$ cat src/rtl/modulation_params_pkg.sv
// Shared widths, types and helpers for the modulation read path.
package modulation_params_pkg;

    localparam int DEPTH_BITS   = 15;
    localparam int READ_LATENCY = 2;
    localparam int DIV_BITS     = 16;
    localparam int REP_BITS     = 16;

    typedef logic [DEPTH_BITS-1:0] mod_idx_t;
    typedef logic [DIV_BITS-1:0]   div_t;
    typedef logic [REP_BITS-1:0]   rep_t;

    localparam rep_t REPEAT_INFINITE = '1;

    typedef enum logic [1:0] {
        ST_INIT,
        ST_RUN,
        ST_FINISHED
    } state_t;

    // Tag travelling alongside each BRAM fetch.
    typedef struct packed {
        logic     valid;
        mod_idx_t idx;
        logic     page;
    } fetch_tag_t;

    // Terminal divider count; a divider of 0 behaves as 1.
    function automatic div_t div_last(input div_t freq_div);
        return (freq_div == '0) ? '0 : freq_div - div_t'(1);
    endfunction

endpackage

$ cat src/rtl/modulation_sampler_if.sv
// Read port of the modulation BRAM: address/page out, byte back.
interface modulation_sampler_if;
    import modulation_params_pkg::*;

    mod_idx_t   ADDR;
    logic       PAGE;
    logic [7:0] VALUE;

    modport master (output ADDR, output PAGE, input VALUE);
    modport slave  (input ADDR, input PAGE, output VALUE);

endinterface

$ cat src/rtl/modulation_fetch_pipe.sv
// Delays each fetch tag by the BRAM read latency and captures the
// returned byte into the registered sample outputs.
module modulation_fetch_pipe
    import modulation_params_pkg::*;
(
    input  logic       clk,
    input  logic       rst_n,
    input  fetch_tag_t i_tag,
    input  logic [7:0] i_value,
    output logic [7:0] o_mod,
    output logic       o_valid,
    output mod_idx_t   o_idx,
    output logic       o_page
);

    // The incoming tag is already registered together with ADDR, so it
    // counts as the first latency stage.
    localparam int STAGES = READ_LATENCY - 1;

    fetch_tag_t r_tag [STAGES];
    fetch_tag_t w_tail;
    logic [7:0] r_mod;
    logic       r_valid;
    mod_idx_t   r_idx;
    logic       r_page;

    assign w_tail = r_tag[STAGES-1];

    // Shift the fetch tags toward the capture point.
    always_ff @(posedge clk or negedge rst_n) begin
        if (!rst_n) begin
            // NOTE: the tag stages are cleared on reset (unlike a data RAM)
            // because a surviving valid bit would emit a phantom sample.
            for (int i = 0; i < STAGES; i++) r_tag[i] <= '0;
        end else begin
            // NOTE: non-blocking assignments let every stage read the
            // previous cycle's value, which is what makes this a shift.
            r_tag[0] <= i_tag;
            for (int i = 1; i < STAGES; i++) r_tag[i] <= r_tag[i-1];
        end
    end

    // Capture VALUE when the tail tag matures; sample outputs hold otherwise.
    always_ff @(posedge clk or negedge rst_n) begin
        if (!rst_n) begin
            r_mod   <= '0;
            r_valid <= 1'b0;
            r_idx   <= '0;
            r_page  <= 1'b0;
        end else begin
            r_valid <= w_tail.valid;
            if (w_tail.valid) begin
                r_mod  <= i_value;
                r_idx  <= w_tail.idx;
                r_page <= w_tail.page;
            end
        end
    end

    assign o_mod   = r_mod;
    assign o_valid = r_valid;
    assign o_idx   = r_idx;
    assign o_page  = r_page;

endmodule

$ cat src/rtl/modulation_sampler.sv
// Steps through a modulation page on divided timer ticks, fetches each
// sample from BRAM and swaps pages only at loop boundaries.
module modulation_sampler
    import modulation_params_pkg::*;
(
    input  logic                  CLK,
    input  logic                  RST_N,
    input  logic                  UPDATE_TICK,
    input  div_t                  FREQ_DIV,
    input  mod_idx_t              CYCLE_0,
    input  mod_idx_t              CYCLE_1,
    input  rep_t                  REPEAT,
    input  logic                  REQ_PAGE,
    modulation_sampler_if.master  bram,
    output logic [7:0]            MOD_OUT,
    output logic                  MOD_VALID,
    output mod_idx_t              IDX_OUT,
    output logic                  PAGE_OUT,
    output logic                  FINISHED
);

    state_t     r_state;
    mod_idx_t   r_idx;
    logic       r_page;
    div_t       r_div_cnt;
    rep_t       r_loop_cnt;
    logic       r_fetch;
    logic       r_finished;

    mod_idx_t   w_cyc;
    logic       w_step;
    logic       w_swap;
    fetch_tag_t w_tag;

    assign w_cyc  = r_page ? CYCLE_1 : CYCLE_0;
    assign w_swap = (REQ_PAGE != r_page);
    assign w_step = UPDATE_TICK && (r_div_cnt == div_last(FREQ_DIV));

    // Sequencer: divider, index stepping, loop counting and page swaps.
    always_ff @(posedge CLK or negedge RST_N) begin
        if (!RST_N) begin
            r_state    <= ST_INIT;
            r_idx      <= '0;
            r_page     <= 1'b0;
            r_div_cnt  <= '0;
            r_loop_cnt <= '0;
            r_fetch    <= 1'b0;
            r_finished <= 1'b0;
        end else begin
            r_fetch <= 1'b0;
            unique case (r_state)
                ST_INIT: begin
                    r_page     <= REQ_PAGE;
                    r_idx      <= '0;
                    r_div_cnt  <= '0;
                    r_loop_cnt <= '0;
                    r_fetch    <= 1'b1;
                    r_state    <= ST_RUN;
                end
                ST_RUN: begin
                    if (w_step) begin
                        r_div_cnt <= '0;
                        if (r_idx < w_cyc) begin
                            r_idx   <= r_idx + mod_idx_t'(1);
                            r_fetch <= 1'b1;
                        end else if (w_swap) begin
                            // Pending page request lands exactly on the wrap.
                            r_page     <= REQ_PAGE;
                            r_idx      <= '0;
                            r_loop_cnt <= '0;
                            r_fetch    <= 1'b1;
                        end else if (REPEAT == REPEAT_INFINITE) begin
                            r_idx   <= '0;
                            r_fetch <= 1'b1;
                        end else if (r_loop_cnt == REPEAT) begin
                            // Last loop done: keep the final sample on screen.
                            r_finished <= 1'b1;
                            r_state    <= ST_FINISHED;
                        end else begin
                            r_loop_cnt <= r_loop_cnt + rep_t'(1);
                            r_idx      <= '0;
                            r_fetch    <= 1'b1;
                        end
                    end else if (UPDATE_TICK) begin
                        r_div_cnt <= r_div_cnt + div_t'(1);
                    end
                end
                ST_FINISHED: begin
                    if (w_swap) begin
                        r_page     <= REQ_PAGE;
                        r_idx      <= '0;
                        r_loop_cnt <= '0;
                        r_fetch    <= 1'b1;
                        r_finished <= 1'b0;
                        r_state    <= ST_RUN;
                    end
                end
                default: r_state <= ST_INIT;
            endcase
        end
    end

    assign bram.ADDR  = r_idx;
    assign bram.PAGE  = r_page;
    assign FINISHED   = r_finished;

    assign w_tag.valid = r_fetch;
    assign w_tag.idx   = r_idx;
    assign w_tag.page  = r_page;

    modulation_fetch_pipe u_fetch_pipe (
        .clk     (CLK),
        .rst_n   (RST_N),
        .i_tag   (w_tag),
        .i_value (bram.VALUE),
        .o_mod   (MOD_OUT),
        .o_valid (MOD_VALID),
        .o_idx   (IDX_OUT),
        .o_page  (PAGE_OUT)
    );

endmodule

$ cat src/flat_wrapper.sv
// flat-port wrapper written by rule: the top's interface ports become plain ports
module modulation_sampler_flat import modulation_params_pkg::*;
  (CLK, RST_N, UPDATE_TICK, FREQ_DIV, CYCLE_0, CYCLE_1, REPEAT, REQ_PAGE, MOD_OUT, MOD_VALID, IDX_OUT, PAGE_OUT, FINISHED, bram_ADDR, bram_PAGE, bram_VALUE);
  modulation_sampler_if bram_i ();
  input  logic CLK;
  input  logic RST_N;
  input  logic UPDATE_TICK;
  input  div_t FREQ_DIV;
  input  mod_idx_t CYCLE_0;
  input  mod_idx_t CYCLE_1;
  input  rep_t REPEAT;
  input  logic REQ_PAGE;
  output logic [7:0] MOD_OUT;
  output logic MOD_VALID;
  output mod_idx_t IDX_OUT;
  output logic PAGE_OUT;
  output logic FINISHED;
  output wire logic [$bits(bram_i.ADDR)-1:0] bram_ADDR;
  output wire logic [$bits(bram_i.PAGE)-1:0] bram_PAGE;
  input wire logic [$bits(bram_i.VALUE)-1:0] bram_VALUE;
  assign bram_ADDR = bram_i.ADDR;
  assign bram_PAGE = bram_i.PAGE;
  assign bram_i.VALUE = bram_VALUE;
  modulation_sampler u_core (.CLK(CLK), .RST_N(RST_N), .UPDATE_TICK(UPDATE_TICK), .FREQ_DIV(FREQ_DIV), .CYCLE_0(CYCLE_0), .CYCLE_1(CYCLE_1), .REPEAT(REPEAT), .REQ_PAGE(REQ_PAGE), .bram(bram_i), .MOD_OUT(MOD_OUT), .MOD_VALID(MOD_VALID), .IDX_OUT(IDX_OUT), .PAGE_OUT(PAGE_OUT), .FINISHED(FINISHED));
endmodule
$ cat config.mk
export PLATFORM = sky130hd
export DESIGN_NAME = modulation_sampler_flat
export DESIGN_NICKNAME = d
export VERILOG_FILES = /design/src/rtl/modulation_params_pkg.sv /design/src/rtl/modulation_sampler_if.sv /design/src/rtl/modulation_fetch_pipe.sv /design/src/rtl/modulation_sampler.sv /design/src/flat_wrapper.sv
export SDC_FILE = /design/constraint.sdc
export NUM_CORES = 1
export LEC_CHECK = 0
export ABC_AREA = 1
export CAP_MARGIN = 40
export CELL_PAD_IN_SITES_DETAIL_PLACEMENT = 2
export CELL_PAD_IN_SITES_GLOBAL_PLACEMENT = 2
export CORE_MARGIN = 2
export CORE_UTILIZATION = 30
export DETAILED_ROUTE_END_ITERATION = 10
export PLACE_DENSITY_LB_ADDON = 0.1
export SETUP_SLACK_MARGIN = 0.1
export SYNTH_ARGS = -nofsm -noshare
export SYNTH_HDL_FRONTEND = slang
export SYNTH_SLANG_ARGS = --single-unit
$ cat constraint.sdc
create_clock -name CLK -period 3.1 [get_ports CLK]
set_input_delay 0.62 -clock CLK [delete_from_list [all_inputs] [get_ports CLK]]
set_output_delay 0.62 -clock CLK [all_outputs]
set_load 0.005 [all_outputs]
==> impl_summary.log, run 1 <==
[metrics] leading post-synthesis cells by cell area: dfrtp_1 40%, nand2_1 12%, inv_1 5.4%
[metrics] Max stage delay cell, worst path: clkdlybuf4s50_1
[metrics] reg-to-reg critical path endpoint: u_core.bram.ADDR[10]
[metrics] largest net degree at the start of global routing: 51
[metrics] largest voltage drop on the vdd net: 0.387 mV
[metrics] post-synthesis instance area: 5890 µm²
[metrics] number of clock buffers inserted by TritonCTS: 9
[metrics] share of the yosys chip area belonging to registers: 0.400
[metrics] Port-buffer cells: 115
[metrics] worst slew pin tran: 758 ps
[metrics] initial antenna violation count: 0
[metrics] All-Layer GR Usage: 0.207
[metrics] detailed router's first-iteration violation count: 227
[metrics] Die Footprint: 20800 µm²
[metrics] Data arrival, critical path: 3180 ps
[metrics] final net count: 1018
[metrics] final hold violation count: 0
[metrics] pre-CTS WS: -219 ps
[metrics] width of the die: 144 µm
[metrics] critical path, cell by cell: clkdlybuf4s50_1, nor2_2, nand2_4, buf_6, nor2_4, buf_6, nand2_1, nand2_1, nand3_1, nand2_1, inv_1, nor2_1, nand2_1, nor2_1, nand3_2, nand2_4, buf_4, buf_4, buf_4, nand3b_1, o21ai_0
[metrics] root cell of the clock tree: clkbuf_16
[metrics] setup violation total in the final timing report: 0
[metrics] Total Routed Length: 21.3 mm
[metrics] vertical die dimension: 144 µm
[metrics] worst hold slack: 299 ps
[metrics] Warnings, synthesis: 0
[metrics] critical path peak fanout: 5
[metrics] Power Total: 4.88 mW
[metrics] total of max-cap violations: 0
[metrics] Worst Setup End Kind: flop
[metrics] Cell Rows: 51
[metrics] worst hold-check path type: in -> async
[metrics] fraction of synthesized cell area taken by the top area cell type: 0.400
[metrics] Static Leakage: 3.80 nW
[metrics] initial core utilization: 0.304
[metrics] H-tree Lvls: 3
[metrics] Routed WL per cell: 17.9 µm
[metrics] most prevalent standard cell on the critical path: nand2_1
[metrics] count of flip-flops with a built-in enable after synthesis: 0
[metrics] clock-pin transition on the worst setup and hold timing paths: 80 ps
[metrics] Distinct cells, synth: 40
[metrics] reg2reg path depth: 15
[metrics] routed vias/inst: 4.86
[metrics] top-level port count: 116
[metrics] synthesis-stage register bit count: 94
[metrics] source-to-sink clock delay at the later pin of the worst-skew pair: 360 ps
[metrics] Fill cells: 2189
[metrics] cell types with the highest counts after synthesis: 185 x nand2_1, 94 x dfrtp_1, 85 x inv_1, 56 x nor2_1, 51 x nand3_1
[metrics] leading area contributor after synthesis: dfrtp_1
[metrics] status: complete, no violations
[metrics] startpoint of the worst-slack reg-to-reg timing path: u_core.bram.PAGE
[metrics] minimum setup slack among reg-to-reg paths: 290 ps
[metrics] Syn Area/Cell: 7.84 µm²
[metrics] worst clock skew: 5.96 ps
[metrics] maximum operating frequency: 342 MHz
[metrics] Final period util: 0.942
[metrics] most repeated cell in the gate-level netlist after synthesis: nand2_1
[metrics] remaining antenna violation count after routing: 0
[metrics] area of the placeable core: 19300 µm²
[metrics] post-detailed-placement half-perimeter wirelength: 16.0 mm
[metrics] via count of the first global-routing pass: 6450
[metrics] cell count after synthesis: 751
[metrics] antenna diode instance count: 0
[metrics] aggregate global routing overflow: 0
[metrics] net count after synthesis: 847
[metrics] Top FF cell, synth: dfrtp_1
[metrics] data required time at the worst endpoint: 3360 ps
[metrics] type of origin of the critical path: input pin
[metrics] Max Root-Sink Buffers: 2
[metrics] total count of max-transition violations in the final report: 0
[metrics] final weighted congestion in routability-driven placement: 0.790
[metrics] iteration count of the initial detailed-routing pass: 4
[metrics] Min Clock Period, post-route: 2920 ps
[metrics] Residual DRC: 0
[metrics] share of cells above drive strength 1: 0.166
[metrics] Worst slew margin: 0.495
[metrics] Final Worst Setup Slack: 180 ps
[metrics] unrepaired setup endpoints after global routing: false
[metrics] Crit path largest cell delay: 440 ps
[metrics] global-route wire length before repair: 33.5 mm
[metrics] DR vias: 5799
[metrics] clock tree from TritonCTS: yes
[metrics] synth-to-layout area growth: 42.2%
[metrics] number of sinks on the clock net: 94
[metrics] share of flip-flops with an asynchronous set or reset: 1.00
[metrics] PwrDens: 584 nW/µm²
[metrics] Worst Setup Path Type: in -> reg
[registers in the layout, summed over array words and instances (netlist names)]
| name | cells |
|---|---|
| u_core.FINISHED | 1 |
| u_core.u_fetch_pipe.o_valid | 1 |
| u_core.bram.ADDR | 15 |
| u_core.u_fetch_pipe.o_mod | 8 |
| u_core.r_loop_cnt | 16 |
| u_core.r_div_cnt | 16 |
| u_core.r_state | 2 |
| u_core.r_fetch | 1 |
| u_core.u_fetch_pipe.r_tag | 17 |
| u_core.bram.PAGE | 1 |
| u_core.u_fetch_pipe.o_idx | 15 |
| u_core.u_fetch_pipe.o_page | 1 |
[what timing repair did]
action / CTS / global route
buffers inserted: 0 / 4
gates resized for setup: 0 / 47
endpoints found under the hold margin: 0 / 0
hold buffers: 0 / 0
endpoints found under the setup margin: 0 / 41
[through the flow]
step                setup TNS, ps  cell area (µm²)   util  std cells
floorplan                       0             5890      -        751
global placement             -186             7770  0.402       1168
detailed placement          -6290             7800  0.403       1169
CTS                             0             8100  0.419       1185
global route                    0             8370  0.433       1192
finish                          0             8370  0.433       1192
[critical path: cells and delay by family]
family                 cells  cell delay [ps]
AOI/OAI and AO/OA          1              210
and+or+nand+nor           13             1290
buffers and inverters      7             1050
[cells by family after synthesis]
group | count (synthesis) | share of synthesized area
xor gates and xnor gates | 32 | 0.0476
muxes | 39 | 0.0714
DFF | 94 | 0.400
adders and majority gates | 22 | 0.0468
and+or+nand+nor | 384 | 0.296
AOI/OAI and AO/OA | 74 | 0.0663
buffers and inverters | 106 | 0.0727
[power by group]
| group | switching [mW] | internal, mW | total, mW |
|---|---|---|---|
| sequential | 0.143 | 1.38 | 1.53 |
| combinational | 1.18 | 1.03 | 2.21 |
| clock | 0.571 | 0.576 | 1.15 |
| total | 1.90 | 2.99 | 4.88 |
[cell usage in the layout (no fill, tap or decap), types with 2 or more instances in the layout]
master / Yosys / routed
nand2_1: 185 / 179
clkdlybuf4s50_1: 0 / 112
dfrtp_1: 94 / 93
inv_1: 85 / 83
buf_4: 2 / 54
nand3_1: 51 / 48
nor2_1: 56 / 43
nand4_1: 30 / 30
xor2_1: 27 / 27
o21ai_1: 25 / 26
mux2_2: 24 / 24
nor3_1: 24 / 24
a21oi_1: 22 / 21
ha_1: 22 / 21
o21ai_0: 19 / 18
mux2i_1: 15 / 15
nor2_2: 4 / 12
clkbuf_16: 0 / 12
nor4_1: 8 / 8
nor2_4: 2 / 7
nand2_2: 4 / 6
buf_12: 0 / 6
and3_1: 5 / 5
nand2_4: 1 / 5
nand3_2: 2 / 5
xnor2_1: 5 / 5
or2_2: 4 / 4
inv_8: 0 / 4
nand3b_1: 3 / 3
buf_6: 2 / 3
inv_2: 0 / 2
o21bai_1: 4 / 2
dlymetal6s2s_1: 0 / 2
[worst max path at each step]
stage                                 to  depth (start not counted)  slack (ps)             start
floorplan            u_core.bram.ADDR[5]                         16         300  u_core.bram.PAGE
global route        u_core.bram.ADDR[10]                         20           6       FREQ_DIV[7]
CTS                  u_core.r_div_cnt[6]                         17         120       FREQ_DIV[2]
detailed placement   u_core.r_div_cnt[6]                         17        -220       FREQ_DIV[2]
finish                  u_core.bram.PAGE                         21         180       FREQ_DIV[2]
global placement     u_core.r_div_cnt[6]                         17         -40       FREQ_DIV[2]
[metal layers]
| layer | wire length [µm] | GRT usage |
|---|---|---|
| met2 | 11300 | 0.379 |
| met5 | 0 | 0 |
| met3 | 540 | 0.0278 |
| met1 | 9270 | 0.254 |
| met4 | 229 | 0.0542 |
[layout make-up]
| type | count | area, µm² | area share |
|---|---|---|---|
| multi-input combinational | 551 | 3250 | 0.389 |
| clock inverter | 7 | 77.6 | 0.00927 |
| inverter | 85 | 319 | 0.0381 |
| clock buffer | 9 | 225 | 0.0269 |
| timing repair buffer | 181 | 1810 | 0.216 |
| sequential | 94 | 2350 | 0.281 |
| tap | 265 | 332 | 0.0396 |
(Power assumes the default switching activity.)
==> run 2, diff against run 1 <==
--- a/config.mk
+++ b/config.mk
@@ -9,10 +9,10 @@
 export CAP_MARGIN = 40
 export CELL_PAD_IN_SITES_DETAIL_PLACEMENT = 2
 export CELL_PAD_IN_SITES_GLOBAL_PLACEMENT = 2
-export CORE_MARGIN = 2
 export CORE_UTILIZATION = 30
 export DETAILED_ROUTE_END_ITERATION = 10
 export PLACE_DENSITY_LB_ADDON = 0.1
+export REMOVE_ABC_BUFFERS = 1
 export SETUP_SLACK_MARGIN = 0.1
 export SYNTH_ARGS = -nofsm -noshare
 export SYNTH_HDL_FRONTEND = slang
==> run 2 against run 1 <==
- flip-flop and latch count is the same
- setup slack improved by 130 ps
- worst hold slack got worse by 34 ps
- sequential power hardly changed
- register-to-register slack gained 60 ps
- critical path depth decreased by 2
- routed wire length decreased by 6.1%
- non-clock buffer count is 33 lower
- clock power is essentially flat
- count of clock-buffer cells in the layout is the same
- critical path type unchanged
==> impl_summary.log, run 2 (synthesis gave the netlist of run 1 again) <==
[metrics] worst slew pin tran: 577 ps
[metrics] Residual DRC: 0
[metrics] Worst Setup Path Type: in -> reg
[metrics] DR vias: 5714
[metrics] global-route wire length before repair: 32.6 mm
[metrics] final hold violation count: 0
[metrics] Fill cells: 2225
[metrics] worst hold-check path type: in -> async
[metrics] aggregate global routing overflow: 0
[metrics] clock tree from TritonCTS: yes
[metrics] Data arrival, critical path: 3020 ps
[metrics] final weighted congestion in routability-driven placement: 0.816
[metrics] total count of max-transition violations in the final report: 0
[metrics] initial core utilization: 0.311
[metrics] Static Leakage: 3.58 nW
[metrics] Cell Rows: 50
[metrics] routed vias/inst: 4.95
[metrics] sum of negative setup slack: 0 ps
[metrics] final net count: 985
[metrics] type of origin of the critical path: input pin
[metrics] Min Clock Period, post-route: 2790 ps
[metrics] Worst Setup End Kind: flop
[metrics] remaining antenna violation count after routing: 0
[metrics] initial antenna violation count: 0
[metrics] number of flip-flops in the largest register: 17
[metrics] setup violation total in the final timing report: 0
[metrics] Routed WL per cell: 17.4 µm
[metrics] Largest Register: u_core.u_fetch_pipe.r_tag
[metrics] Die Footprint: 20200 µm²
[metrics] Final period util: 0.899
[metrics] iteration count of the initial detailed-routing pass: 4
[metrics] area occupied by registers: 2350 µm²
[metrics] pre-CTS WS: -265 ps
[metrics] Crit path largest cell delay: 510 ps
[metrics] total of max-cap violations: 0
[metrics] placed insts: 1137
[metrics] Worst slew margin: 0.615
[metrics] All-Layer GR Usage: 0.205
[metrics] most frequent standard cell in the layout excluding fill and tap cells: nand2_1
[metrics] critical path, cell by cell: clkdlybuf4s50_1, inv_1, ha_4, nand2_4, nor2_4, nand2_4, buf_12, nand2_1, nand2_1, nand2_1, nor2_1, nand2_1, nor2_2, nand3_2, nand2_4, nand3_2, buf_12, nand2_1, o21ai_1
[metrics] critical path peak fanout: 32
[metrics] Final Worst Setup Slack: 313 ps
[metrics] detailed router's first-iteration violation count: 153
[metrics] Post-CTS Setup Bufs: 0
[metrics] fin cells: 1154
[metrics] total area of multi-input combinational cells: 3180 µm²
[metrics] width of the die: 142 µm
[metrics] vertical die dimension: 142 µm
[metrics] root cell of the clock tree: clkbuf_16
[metrics] Max stage delay cell, worst path: clkdlybuf4s50_1
[metrics] largest net degree at the start of global routing: 95
[metrics] final design area excluding fillers: 7950 µm²
[metrics] placed cell area: 7570 µm²
[metrics] number of clock buffers inserted by TritonCTS: 9
[metrics] worst clock skew: 12.9 ps
[metrics] source-to-sink clock delay at the later pin of the worst-skew pair: 360 ps
[metrics] largest voltage drop on the vdd net: 0.328 mV
[metrics] share of cells above drive strength 1: 0.114
[metrics] H-tree Lvls: 3
[metrics] synth-to-layout area growth: 35.1%
[metrics] Finished Core Util: 0.420
[metrics] maximum operating frequency: 359 MHz
[metrics] most prevalent standard cell on the critical path: nand2_1
[metrics] worst hold slack: 266 ps
[metrics] status: complete, no violations
[metrics] clock-pin transition on the worst setup and hold timing paths: 80 ps
[metrics] Port-buffer cells: 115
[metrics] reg2reg path depth: 15
[metrics] data required time at the worst endpoint: 3340 ps
[metrics] unrepaired setup endpoints after global routing: false
[metrics] PwrDens: 575 nW/µm²
[metrics] Total Routed Length: 20.0 mm
[metrics] commonest cells after routing, fill and taps aside: 185 x nand2_1, 114 x clkdlybuf4s50_1, 94 x dfrtp_1, 85 x inv_1, 51 x nor2_1
[metrics] Max Root-Sink Buffers: 2
[metrics] number of sinks on the clock net: 94
[metrics] largest registers: u_core.u_fetch_pipe.r_tag (17), u_core.r_div_cnt (16), u_core.r_loop_cnt (16)
[metrics] post-detailed-placement half-perimeter wirelength: 15.5 mm
[metrics] via count of the first global-routing pass: 6402
[metrics] antenna diode instance count: 0
[metrics] area of the placeable core: 19000 µm²
[metrics] top-level port count: 116
[metrics] Power Total: 4.57 mW
-- run 2: timing repair --
action / 4_1_cts / 5_1_grt
endpoints found under the setup margin: 1 / 43
gates resized for setup: 1 / 16
hold buffers: 0 / 0
pin swaps: 0 / 4
cloned: 0 / 1
-- run 2: per-layer routing --
metal | vias up | share of wire | GRT usage
met5 | - | 0 | 0
met4 | 0 | 0.0093 | 0.0504
met3 | 16 | 0.020 | 0.0222
met2 | 78 | 0.54 | 0.391
met1 | 2871 | 0.43 | 0.244
li1 | 2749 | - | -
-- run 2: path summary, 6_finish.rpt --
kind	start	slack, ps	to
setup / recovery	FREQ_DIV[1]	310	u_core.r_loop_cnt[2]
hold / removal	RST_N	270	u_core.r_loop_cnt[5]
setup reg to reg	u_core.bram.PAGE	350	u_core.bram.ADDR[0]
hold reg to reg	u_core.r_fetch	370	u_core.u_fetch_pipe.r_tag[16]
max in group asynchronous	RST_N	2340	u_core.u_fetch_pipe.o_idx[12]
min in group CLK	u_core.r_fetch	370	u_core.u_fetch_pipe.r_tag[16]
-- run 2: power by group --
| part | leakage [nW] | internal, mW | switching [mW] |
|---|---|---|---|
| clock network | 0.136 | 0.564 | 0.552 |
| registers | 1.27 | 1.38 | 0.124 |
| logic | 2.17 | 0.847 | 1.10 |
| total | 3.58 | 2.79 | 1.78 |
-- run 2: area by class of cell --
type	instances	share of cell area
tap	260	0.0409
multi-input combinational	551	0.400
timing repair buffer	148	0.187
sequential	94	0.296
clock buffer	9	0.0283
inverter	85	0.0401
clock inverter	7	0.00802
-- run 2: critical path: cells and delay by family --
family                     cells  cell delay, ps
and+or+nand+nor               13            1210
buffers and inverters          4             920
adders and majority gates      1             180
AOI/OAI and AO/OA              1              70
==> run 3, diff against run 2 <==
--- a/config.mk
+++ b/config.mk
@@ -6,7 +6,7 @@
 export NUM_CORES = 1
 export LEC_CHECK = 0
 export ABC_AREA = 1
-export CAP_MARGIN = 40
+export CAP_MARGIN = 0
 export CELL_PAD_IN_SITES_DETAIL_PLACEMENT = 2
 export CELL_PAD_IN_SITES_GLOBAL_PLACEMENT = 2
 export CORE_UTILIZATION = 30
@@ -14,6 +14,7 @@
 export PLACE_DENSITY_LB_ADDON = 0.1
 export REMOVE_ABC_BUFFERS = 1
 export SETUP_SLACK_MARGIN = 0.1
+export SLEW_MARGIN = 25
 export SYNTH_ARGS = -nofsm -noshare
 export SYNTH_HDL_FRONTEND = slang
 export SYNTH_SLANG_ARGS = --single-unit
==> results of run 3 <==
No change in the layout: final DEF, timing and power equal those of run 2.
